**config.mk**
```make
export PLATFORM = sky130hd
export DESIGN_NAME = reg_scoreboard
export DESIGN_NICKNAME = d
export VERILOG_FILES = /design/src/rtl/reg_scoreboard.sv
export SDC_FILE = /design/constraint.sdc
export NUM_CORES = 1
export LEC_CHECK = 0
export ABC_AREA = 1
export BUFFER_PORTS_ARGS = -buffer_cell sky130_fd_sc_hd__buf_4
export CORE_MARGIN = 3
export CORE_UTILIZATION = 43
export DETAILED_ROUTE_END_ITERATION = 7
export GPL_TIMING_DRIVEN = 0
export HOLD_SLACK_MARGIN = 0.03
export PLACE_DENSITY_LB_ADDON = 0.3
export SKIP_LAST_GASP = 1
export SLEW_MARGIN = 20
export SYNTH_ARGS = -nofsm -noshare
export SYNTH_HDL_FRONTEND = slang
export SYNTH_SLANG_ARGS = --single-unit
```
**constraint.sdc**
```tcl
create_clock -name I_CLOCK -period 3.9 [get_ports I_CLOCK]
set_input_delay 0.78 -clock I_CLOCK [delete_from_list [all_inputs] [get_ports I_CLOCK]]
set_output_delay 0.78 -clock I_CLOCK [all_outputs]
set_load 0.01 [all_outputs]
```
**src/rtl/reg_scoreboard.sv**
```systemverilog
// reg_scoreboard: per-register pending-write counters plus a condition-code
// writer counter for the decode stage. Decode gets a combinational issue/stall
// answer that already accounts for a writeback retiring in the same cycle;
// the issue itself is recorded on the clock edge.
module reg_scoreboard #(
  parameter int NUM_REGS = 16,
  parameter int IDX_W    = 4,
  parameter int CNT_W    = 2,
  parameter int CC_CNT_W = 3
) (
  input  logic                I_CLOCK,
  input  logic                I_RESET,
  input  logic                I_IssueValid,
  input  logic                I_Src1Used,
  input  logic [IDX_W-1:0]    I_Src1Idx,
  input  logic                I_Src2Used,
  input  logic [IDX_W-1:0]    I_Src2Idx,
  input  logic                I_DestUsed,
  input  logic [IDX_W-1:0]    I_DestIdx,
  input  logic                I_ReadsCC,
  input  logic                I_WritesCC,
  input  logic                I_WbEnable,
  input  logic [IDX_W-1:0]    I_WbRegIdx,
  input  logic                I_WbSetsCC,
  output logic                O_Stall,
  output logic                O_IssueAck,
  output logic [NUM_REGS-1:0] O_PendingMask,
  output logic                O_CCPending,
  output logic                O_Underflow
);

  // Lookup tables span the full index space so any index can be used
  // directly; entries at or above NUM_REGS read as never pending.
  localparam int DEPTH = 1 << IDX_W;
  localparam logic [CNT_W-1:0]    CNT_MAX    = '1;
  localparam logic [CC_CNT_W-1:0] CC_CNT_MAX = '1;

  logic [CNT_W-1:0]    r_count [NUM_REGS];
  logic [CC_CNT_W-1:0] r_cc_count;
  logic [NUM_REGS-1:0] r_pending_mask;
  logic                r_cc_pending;
  logic                r_underflow;

  logic [CNT_W-1:0]    w_eff       [DEPTH];
  logic [DEPTH-1:0]    w_dec;
  logic [CNT_W-1:0]    w_count_nxt [NUM_REGS];
  logic [NUM_REGS-1:0] w_mask_nxt;
  logic                w_cc_dec;
  logic [CC_CNT_W-1:0] w_eff_cc;
  logic [CC_CNT_W-1:0] w_cc_nxt;
  logic                w_stall;
  logic                w_ack;
  logic                w_underflow_evt;

  // Counter step: simultaneous inc and dec cancel; stall logic guarantees
  // inc never lands on a saturated counter and dec is only raised when nonzero.
  function automatic logic [CNT_W-1:0] step_cnt(input logic [CNT_W-1:0] cnt,
                                                 input logic inc, input logic dec);
    if (inc && !dec)      step_cnt = cnt + CNT_W'(1);
    else if (dec && !inc) step_cnt = cnt - CNT_W'(1);
    else                  step_cnt = cnt;
  endfunction

  function automatic logic [CC_CNT_W-1:0] step_cc(input logic [CC_CNT_W-1:0] cnt,
                                                  input logic inc, input logic dec);
    if (inc && !dec)      step_cc = cnt + CC_CNT_W'(1);
    else if (dec && !inc) step_cc = cnt - CC_CNT_W'(1);
    else                  step_cc = cnt;
  endfunction

  // Effective counts with the same-cycle writeback already retired (bypass).
  always_comb begin
    w_dec = '0;
    for (int i = 0; i < DEPTH; i++) begin
      w_eff[i] = '0;
      if (i < NUM_REGS) begin
        w_dec[i] = I_WbEnable && (I_WbRegIdx == IDX_W'(i)) && (r_count[i] != '0);
        w_eff[i] = r_count[i] - CNT_W'(w_dec[i]);
      end
    end
    w_cc_dec = I_WbEnable && I_WbSetsCC && (r_cc_count != '0);
    w_eff_cc = r_cc_count - CC_CNT_W'(w_cc_dec);
  end

  // Issue decision: hazards on sources/CC, or no room left in a counter.
  always_comb begin
    w_stall = 1'b0;
    if (I_IssueValid) begin
      w_stall = (I_Src1Used && (w_eff[I_Src1Idx] != '0))
             || (I_Src2Used && (w_eff[I_Src2Idx] != '0))
             || (I_ReadsCC  && (w_eff_cc != '0))
             || (I_DestUsed && (w_eff[I_DestIdx] == CNT_MAX))
             || (I_WritesCC && (w_eff_cc == CC_CNT_MAX));
    end
    w_ack = I_IssueValid && !w_stall;
  end

  // Next-state counters, mask, and underflow event detection.
  always_comb begin
    w_mask_nxt = '0;
    for (int i = 0; i < NUM_REGS; i++) begin
      w_count_nxt[i] = step_cnt(r_count[i],
                                w_ack && I_DestUsed && (I_DestIdx == IDX_W'(i)),
                                w_dec[i]);
      w_mask_nxt[i]  = (w_count_nxt[i] != '0);
    end
    w_cc_nxt = step_cc(r_cc_count, w_ack && I_WritesCC, w_cc_dec);
    // A register writeback that decremented nothing found a zero (or untracked) count.
    w_underflow_evt = (I_WbEnable && (w_dec == '0))
                   || (I_WbEnable && I_WbSetsCC && !w_cc_dec);
  end

  // State update; reset discards all in-flight tracking.
  always_ff @(posedge I_CLOCK) begin
    if (I_RESET) begin
      for (int i = 0; i < NUM_REGS; i++) r_count[i] <= '0;
      r_cc_count     <= '0;
      r_pending_mask <= '0;
      r_cc_pending   <= 1'b0;
      r_underflow    <= 1'b0;
    end else begin
      for (int i = 0; i < NUM_REGS; i++) r_count[i] <= w_count_nxt[i];
      r_cc_count     <= w_cc_nxt;
      r_pending_mask <= w_mask_nxt;
      r_cc_pending   <= (w_cc_nxt != '0);
      r_underflow    <= r_underflow || w_underflow_evt;
    end
  end

  assign O_Stall       = w_stall;
  assign O_IssueAck    = w_ack;
  assign O_PendingMask = r_pending_mask;
  assign O_CCPending   = r_cc_pending;
  assign O_Underflow   = r_underflow;

endmodule

```
# Word-level counts from Yosys, hierarchy flattened
# Memories as Yosys holds them, arrays and structs flattened.
# Index checks and enable logic that the tools add are counted.
[op_classes]
magnitude_cmp = 3
reduce_logical = 175
addsub = 51
bitwise = 19
n_eq_ne = 32
mux = 63
[op_table]
columns = ["op", "n"]
rows = [
  ["$mux 2", 54],
  ["$logic_and 1x1->1", 94],
  ["$reduce_bool 2->1", 34],
  ["$eq 4x4->1 const B", 16],
  ["$logic_not 1->1", 35],
  ["$add 2x1->2 const B", 16],
  ["$eq 4x3->1 const B", 8],
  ["$sub 2x1->2", 16],
  ["$sub 2x1->2 const B", 16],
  ["$bmux 2 s4", 3],
  ["$eq 4x2->1 const B", 4],
  ["$logic_not 16->1", 1],
  ["$or 1x1->1", 16],
  ["$ge 5x5->1 const B", 3],
  ["$not 4->5", 3],
  ["$reduce_bool 3->1", 3],
  ["$eq 4x1->1 const B", 2],
  ["$logic_not 4->1", 2],
  ["$logic_or 1x1->1", 6],
  ["$mux 3", 2],
  ["$mux 1", 4],
  ["$add 3x1->3 const B", 1],
  ["$eq 3x3->1 const B", 1],
  ["$sub 3x1->3", 1],
  ["2 further kinds", 2],
]
[word_totals]
mem_count = 1
output_inout_bits = 20
elab_cells = 348
register_bits = 21
ram_bits = 32
input_bits = 26
[memory_table]
columns = ["name", "depth", "word_bits", "rd", "rd_clocked_by_memory_dff", "wr", "line", "source"]
rows = [
  ["r_count", 16, 2, 16, 0, 16, "38", "logic [CNT_W-1:0] r_count [NUM_REGS];"],
]

# Longest topological paths before layout
[depth]
depth_word = 23
depth_mapped = 26
mapped_depth_nobuf = 25

# Least setup slack after synthesis
# No wires, ideal clock.
[synth_path]
path_type = "input to output"
startpoint = "in I_WbRegIdx[1]"
endpoint = "out O_Stall"
slack_ns = 0.626
required_time_ns = 3.120
cell_stages = 16
t_arrival_ns = 2.494
path_buffers = 0
path_cell_list = "inv_1 -> nor3_1 -> inv_1 -> nor3_1 -> ha_1 -> inv_1 -> nand3_1 -> nand2_1 -> nand2_1 -> o21ai_0 -> nand3_1 -> nor2_1 -> nor2_4 -> nand3_1 -> nand2_1 -> inv_1"
[synth_via]
elab_chain_cells = 14
word_cells_on_any_way = 84
cone_classes = "add/sub: 16; eq/ne: 16; mux: 10; reduce/logical: 42"
[synth_rtl]
columns = ["item", "line", "source"]
rows = [
  ["start, declared", "23", "input logic [IDX_W-1:0] I_WbRegIdx,"],
  ["$eq 4x4->1 (tied with other cells)", "77", "w_dec[i] = I_WbEnable && (I_WbRegIdx == IDX_W'(i)) && (r_count[i] != '0);"],
  ["$logic_and 1x1->1 (2 in a row)", "77", ""],
  ["$sub 2x1->2", "78", "w_eff[i] = r_count[i] - CNT_W'(w_dec[i]);"],
  ["$bmux 2 s4 (on tied branches)", "89, 90", ""],
  ["$mux 2 (on tied branches) (2 in a row)", "89, 90", ""],
  ["$reduce_bool 2->1 (on tied branches)", "89, 90", ""],
  ["$logic_and 1x1->1 (on tied branches)", "89, 90", ""],
  ["$logic_or 1x1->1", "90", "|| (I_Src2Used && (w_eff[I_Src2Idx] != '0))"],
  ["$logic_or 1x1->1", "91", "|| (I_ReadsCC && (w_eff_cc != '0))"],
  ["$logic_or 1x1->1 *", "92", "|| (I_DestUsed && (w_eff[I_DestIdx] == CNT_MAX))"],
  ["$logic_or 1x1->1 *", "93", "|| (I_WritesCC && (w_eff_cc == CC_CNT_MAX));"],
  ["$mux 1 *", "88", "if (I_IssueValid) begin"],
  ["end, declared", "25", "output logic O_Stall,"],
]
# Every way passes the cells marked *; elsewhere a longest branch is shown, timed or not. The select of a mux whose other input is x is not followed.

# Worst setup path in the final report
[layout_path]
startpoint = "in I_WbRegIdx[1]"
endpoint = "out O_IssueAck"
[layout_via]
elab_chain_cells = 16
word_cells_on_any_way = 86
cone_classes = "add/sub: 16; eq/ne: 16; mux: 10; reduce/logical: 44"
[layout_rtl]
columns = ["item", "line", "source"]
rows = [
  ["$eq 4x4->1 (tied with other cells)", "77", ""],
  ["$logic_and 1x1->1 (2 in a row)", "77", ""],
  ["$sub 2x1->2", "78", ""],
  ["$bmux 2 s4 (on tied branches)", "89, 90", ""],
  ["$mux 2 (on tied branches) (2 in a row)", "89, 90", ""],
  ["$reduce_bool 2->1 (on tied branches)", "89, 90", ""],
  ["$logic_and 1x1->1 (on tied branches)", "89, 90", ""],
  ["$logic_or 1x1->1", "90", ""],
  ["$logic_or 1x1->1", "91", ""],
  ["$logic_or 1x1->1 *", "92", ""],
  ["$logic_or 1x1->1 *", "93", ""],
  ["$mux 1 *", "88", ""],
  ["$logic_not 1->1 *", "95", "w_ack = I_IssueValid && !w_stall;"],
  ["$logic_and 1x1->1 *", "95", ""],
  ["end, declared", "26", "output logic O_IssueAck,"],
]
# Marked as above.

==> results.yml <==
run_status:
  status: "finished, final reports clean"
layout:
  nets: 870
  area_delta_synth_final_pct: 17.68
  final_util_pct: 52.85
  fill_cells: 1062
  drive_gt1_share_pct: 13.88
  antenna_cells: 0
global_route:
  grtUsageTotal_pct: 20.70
  grt_pass1_wl_mm: 19.22
  gr-total-overflow: 0
  grt_max_degree: 15
  first_global_vias: 4181
  antenna_found_initial: 0
floorplan:
  core_area_um2: 9910
  die_area_um2: 11610
  io_pins: 46
  num_rows: 36
  fp.dieW_um: 107.7
  start_util_pct: 44.91
  fp.dieH_um: 107.7
synthesis:
  ys_warn_count: 0
  syn_nets: 819
  syn_avg_cell_area_um2: 5.887
  synth_top_area_share_pct: 24.21
  netlist_instances: 756
  netlist_area_um2: 4451
  ys_ff_latch: 53
  synth_cell_types: 29
  synth_largest_area_cell: "nand2_1"
  synth_area_leaders: "nand2_1 (24%), dfxtp_1 (24%), nand3_1 (13%)"
  yosysSeqAreaShare_pct: 23.84
sta:
  max_freq_mhz: 268.1
  finalMaxSlewViolations: 0
  min_period_ns: 3.731
  hold_viol_final: 0
  tightest_slew_ns: 0.7037
  fin_ws_ns: 0.1694
  timing.final.crit_share_pct: 95.66
  setup_viol: 0
  skew_ns: 0.007481
  slew_headroom_pct: 53.09
hold_path:
  hp-class: "reg -> reg"
detailed_routing:
  vias_per_cell: 4.852
  wl_mm: 11.60
  drt_iter0_markers: 329
  ant_nets: 0
  first_pass_iters: 5
  post_drt_wl_per_cell_um: 12.34
  vias: 4561
  route.detailed.drc: 0
worst_setup_path:
  crit_path_max_fanout: 4
  cp-end-kind: "output pin"
  cp.buffers_inverters: 6
  worstPathCellList: "buf_4, clkinvlp_4, nor3_2, inv_2, nor3_2, ha_1, inv_1, nand2_1, nand3_1, nand3_1, nand3_1, nand2_1, nand2_1, nand3_1, nand4_4, inv_1, buf_4"
  cp.required_ns: 3.12
  cpMostUsedCell: "nand3_1"
  critPathLaunchType: "input pin"
  max_stage_delay_ns: 0.22
  path_class: "in -> out"
  cp_data_arrival_time_ns: 2.95
  crit_slowest_cell: "nor3_2"
  critical_path.top_delay_family: "simple AND/OR/NAND/NOR gates"
clocking:
  cts_made_buffers: 5
  clkSlewWorstSetupHoldPaths_ns: 0.09
  h-tree-depth: 2
  cts_hold_buf: 0
  cts-root-buf: "clkbuf_8"
  cts_sinks: 53
  clk_latency_ns: 0.31
  clk_path_buf_depth: 2
  cts_tree: "done"
pwr:
  seqPwrFrac_pct: 38.6
  power.share.combinational_pct: 43.9
  ir_worst_vdd_v: 0.0001787
  switching_share_pct: 38.62
  clock_power_share_pct: 17.5
  power.density_nw_per_um2: 342.3
  power_mw: 1.793
  power.net_switching_uw: 692.5
  p_leak_nw: 3.020
  power.internal_mw: 1.100
placed_design:
  dp_hpwl_mm: 8.998
  portBuffers: 43
  place_ws_ns: -0.08080
  place.gp.congestion: 0.9550
job:
  maxCapViolations: 0
-- flip-flops by register name, indices dropped and copies added (netlist names) --
register,cells
r_count,32
O_CCPending,1
O_Underflow,1
O_PendingMask,16
r_cc_count,3
-- final cells by class --
| class | instances | area, um^2 | share of cell area, % |
|---|---|---|---|
| Clock buffer | 7 | 86.33 | 1.648 |
| Sequential cell | 53 | 1061 | 20.26 |
| Inverter | 156 | 590.6 | 11.28 |
| Buffer | 9 | 60.06 | 1.147 |
| Multi-Input combinational cell | 538 | 2943 | 56.19 |
| Tap cell | 133 | 166.4 | 3.177 |
| Timing Repair Buffer | 44 | 330.3 | 6.307 |
-- worst reg2reg max path, stage by stage, from the launching register on --
cell and delay, ns:
dfxtp_1 0.37, inv_1 0.07, ha_1 0.19, nor3_2 0.31, ha_1 0.23, inv_1 0.05, nand2_1 0.07, nand3_1 0.13
nand2_1 0.08, nand3_1 0.07, nand3_1 0.11, nand3_1 0.08, nand3_1 0.14, nand4_4 0.15, nor2_4 0.20, buf_6 0.19
nand2_1 0.06, nand2_1 0.12, nand2_1 0.06, nand2_1 0.06, nand2_1 0.04, nand2_1 0.08, nand2_1 0.06
-- layout by cell type, fill, tap and decap left out, types with 5 or more instances in the layout --
master    netlist  final
dfxtp_1        53     53
nand3b_2        7      7
nand3_1       120    117
nor3_4          0     11
buf_4           0     44
nand4_1         5      5
ha_1           37     37
nor3_2          0      7
nor2_1         28     27
nor2_4          4      5
inv_1         151    148
a21oi_1         5      5
nand3_2         8      9
nand2_1       287    287
clkbuf_8        0      6
-- metal layers --
layer | part of all wire, % | vias to the layer above | routed length, um | global-route usage (%)
met5 | 0 | - | 0 | 0
met4 | 2.7 | 0 | 316 | 8.025
met2 | 46 | 109 | 5305 | 34.01
met3 | 4.2 | 24 | 485 | 2.759
met1 | 47 | 1980 | 5493 | 27.42
li1 | - | 2448 | - | -
-- path summary, 6_finish.rpt --
check             slack (ns)  cells past startpoint               end          start
hold / removal          0.47                      2       O_Underflow    O_Underflow
setup reg to reg        0.87                     22  O_PendingMask[1]  r_count[0][9]
setup / recovery        0.17                     17        O_IssueAck  I_WbRegIdx[1]
hold reg to reg         0.47                      2       O_Underflow    O_Underflow
-- power groups by stage --
| stage | Sequential, mW | Combinational (mW) | Clock, mW |
|---|---|---|---|
| floorplan | 0.718 | 0.503 | 0 |
| global placement | 0.705 | 0.730 | 0 |
| detailed placement | 0.705 | 0.740 | 0 |
| CTS | 0.693 | 0.755 | 0.327 |
| global route | 0.707 | 0.905 | 0.346 |
| finish | 0.693 | 0.786 | 0.314 |
-- cells by family after synthesis --
logic type	count (synthesis)	synth area share [%]
compound gates	9	1.097
flops	53	23.84
fa+ha+maj	37	10.40
simple gates	491	49.93
xor+xnor	1	0.1968
buf+inv	165	14.53
-- synthesized netlist by cell type --
cell type / instances
nand2_1: 287
inv_1: 151
nand3_1: 120
dfxtp_1: 53
ha_1: 37
nor2_1: 28
nor3_1: 18
nand3_2: 8
nand3b_2: 7
a21oi_1: 5
nand4_1: 5
nand2_2: 4
nand3b_1: 4
nor2_4: 4
buf_1: 3
buf_2: 3
buf_6: 3
clkinv_1: 2
inv_2: 2
nor4_1: 2
o21ai_0: 2
a21o_1: 1
a31oi_1: 1
clkinv_2: 1
nand4_2: 1
nand4_4: 1
nor2_2: 1
or2_2: 1
xnor2_1: 1
-- stage by stage --
step                instances  instance area [um^2]  setup TNS, ns  hold WS (ns)
finish                    940                  5238              0        0.4703
floorplan                 756                  4451              0        0.4818
global placement          932                  4940       -0.08192        0.4563
detailed placement        932                  4940       -0.09248        0.4568
CTS                       939                  5091              0        0.4707
global route              940                  5238       -0.02715        0.5522
-- timing repair --
action / CTS / global route
gates resized for setup: 13 / 29
setup endpoints to repair: 2 / 2
pin swaps: 0 / 2
buffers inserted: 0 / 1
Note: power is estimated with default switching activity, not from simulation.
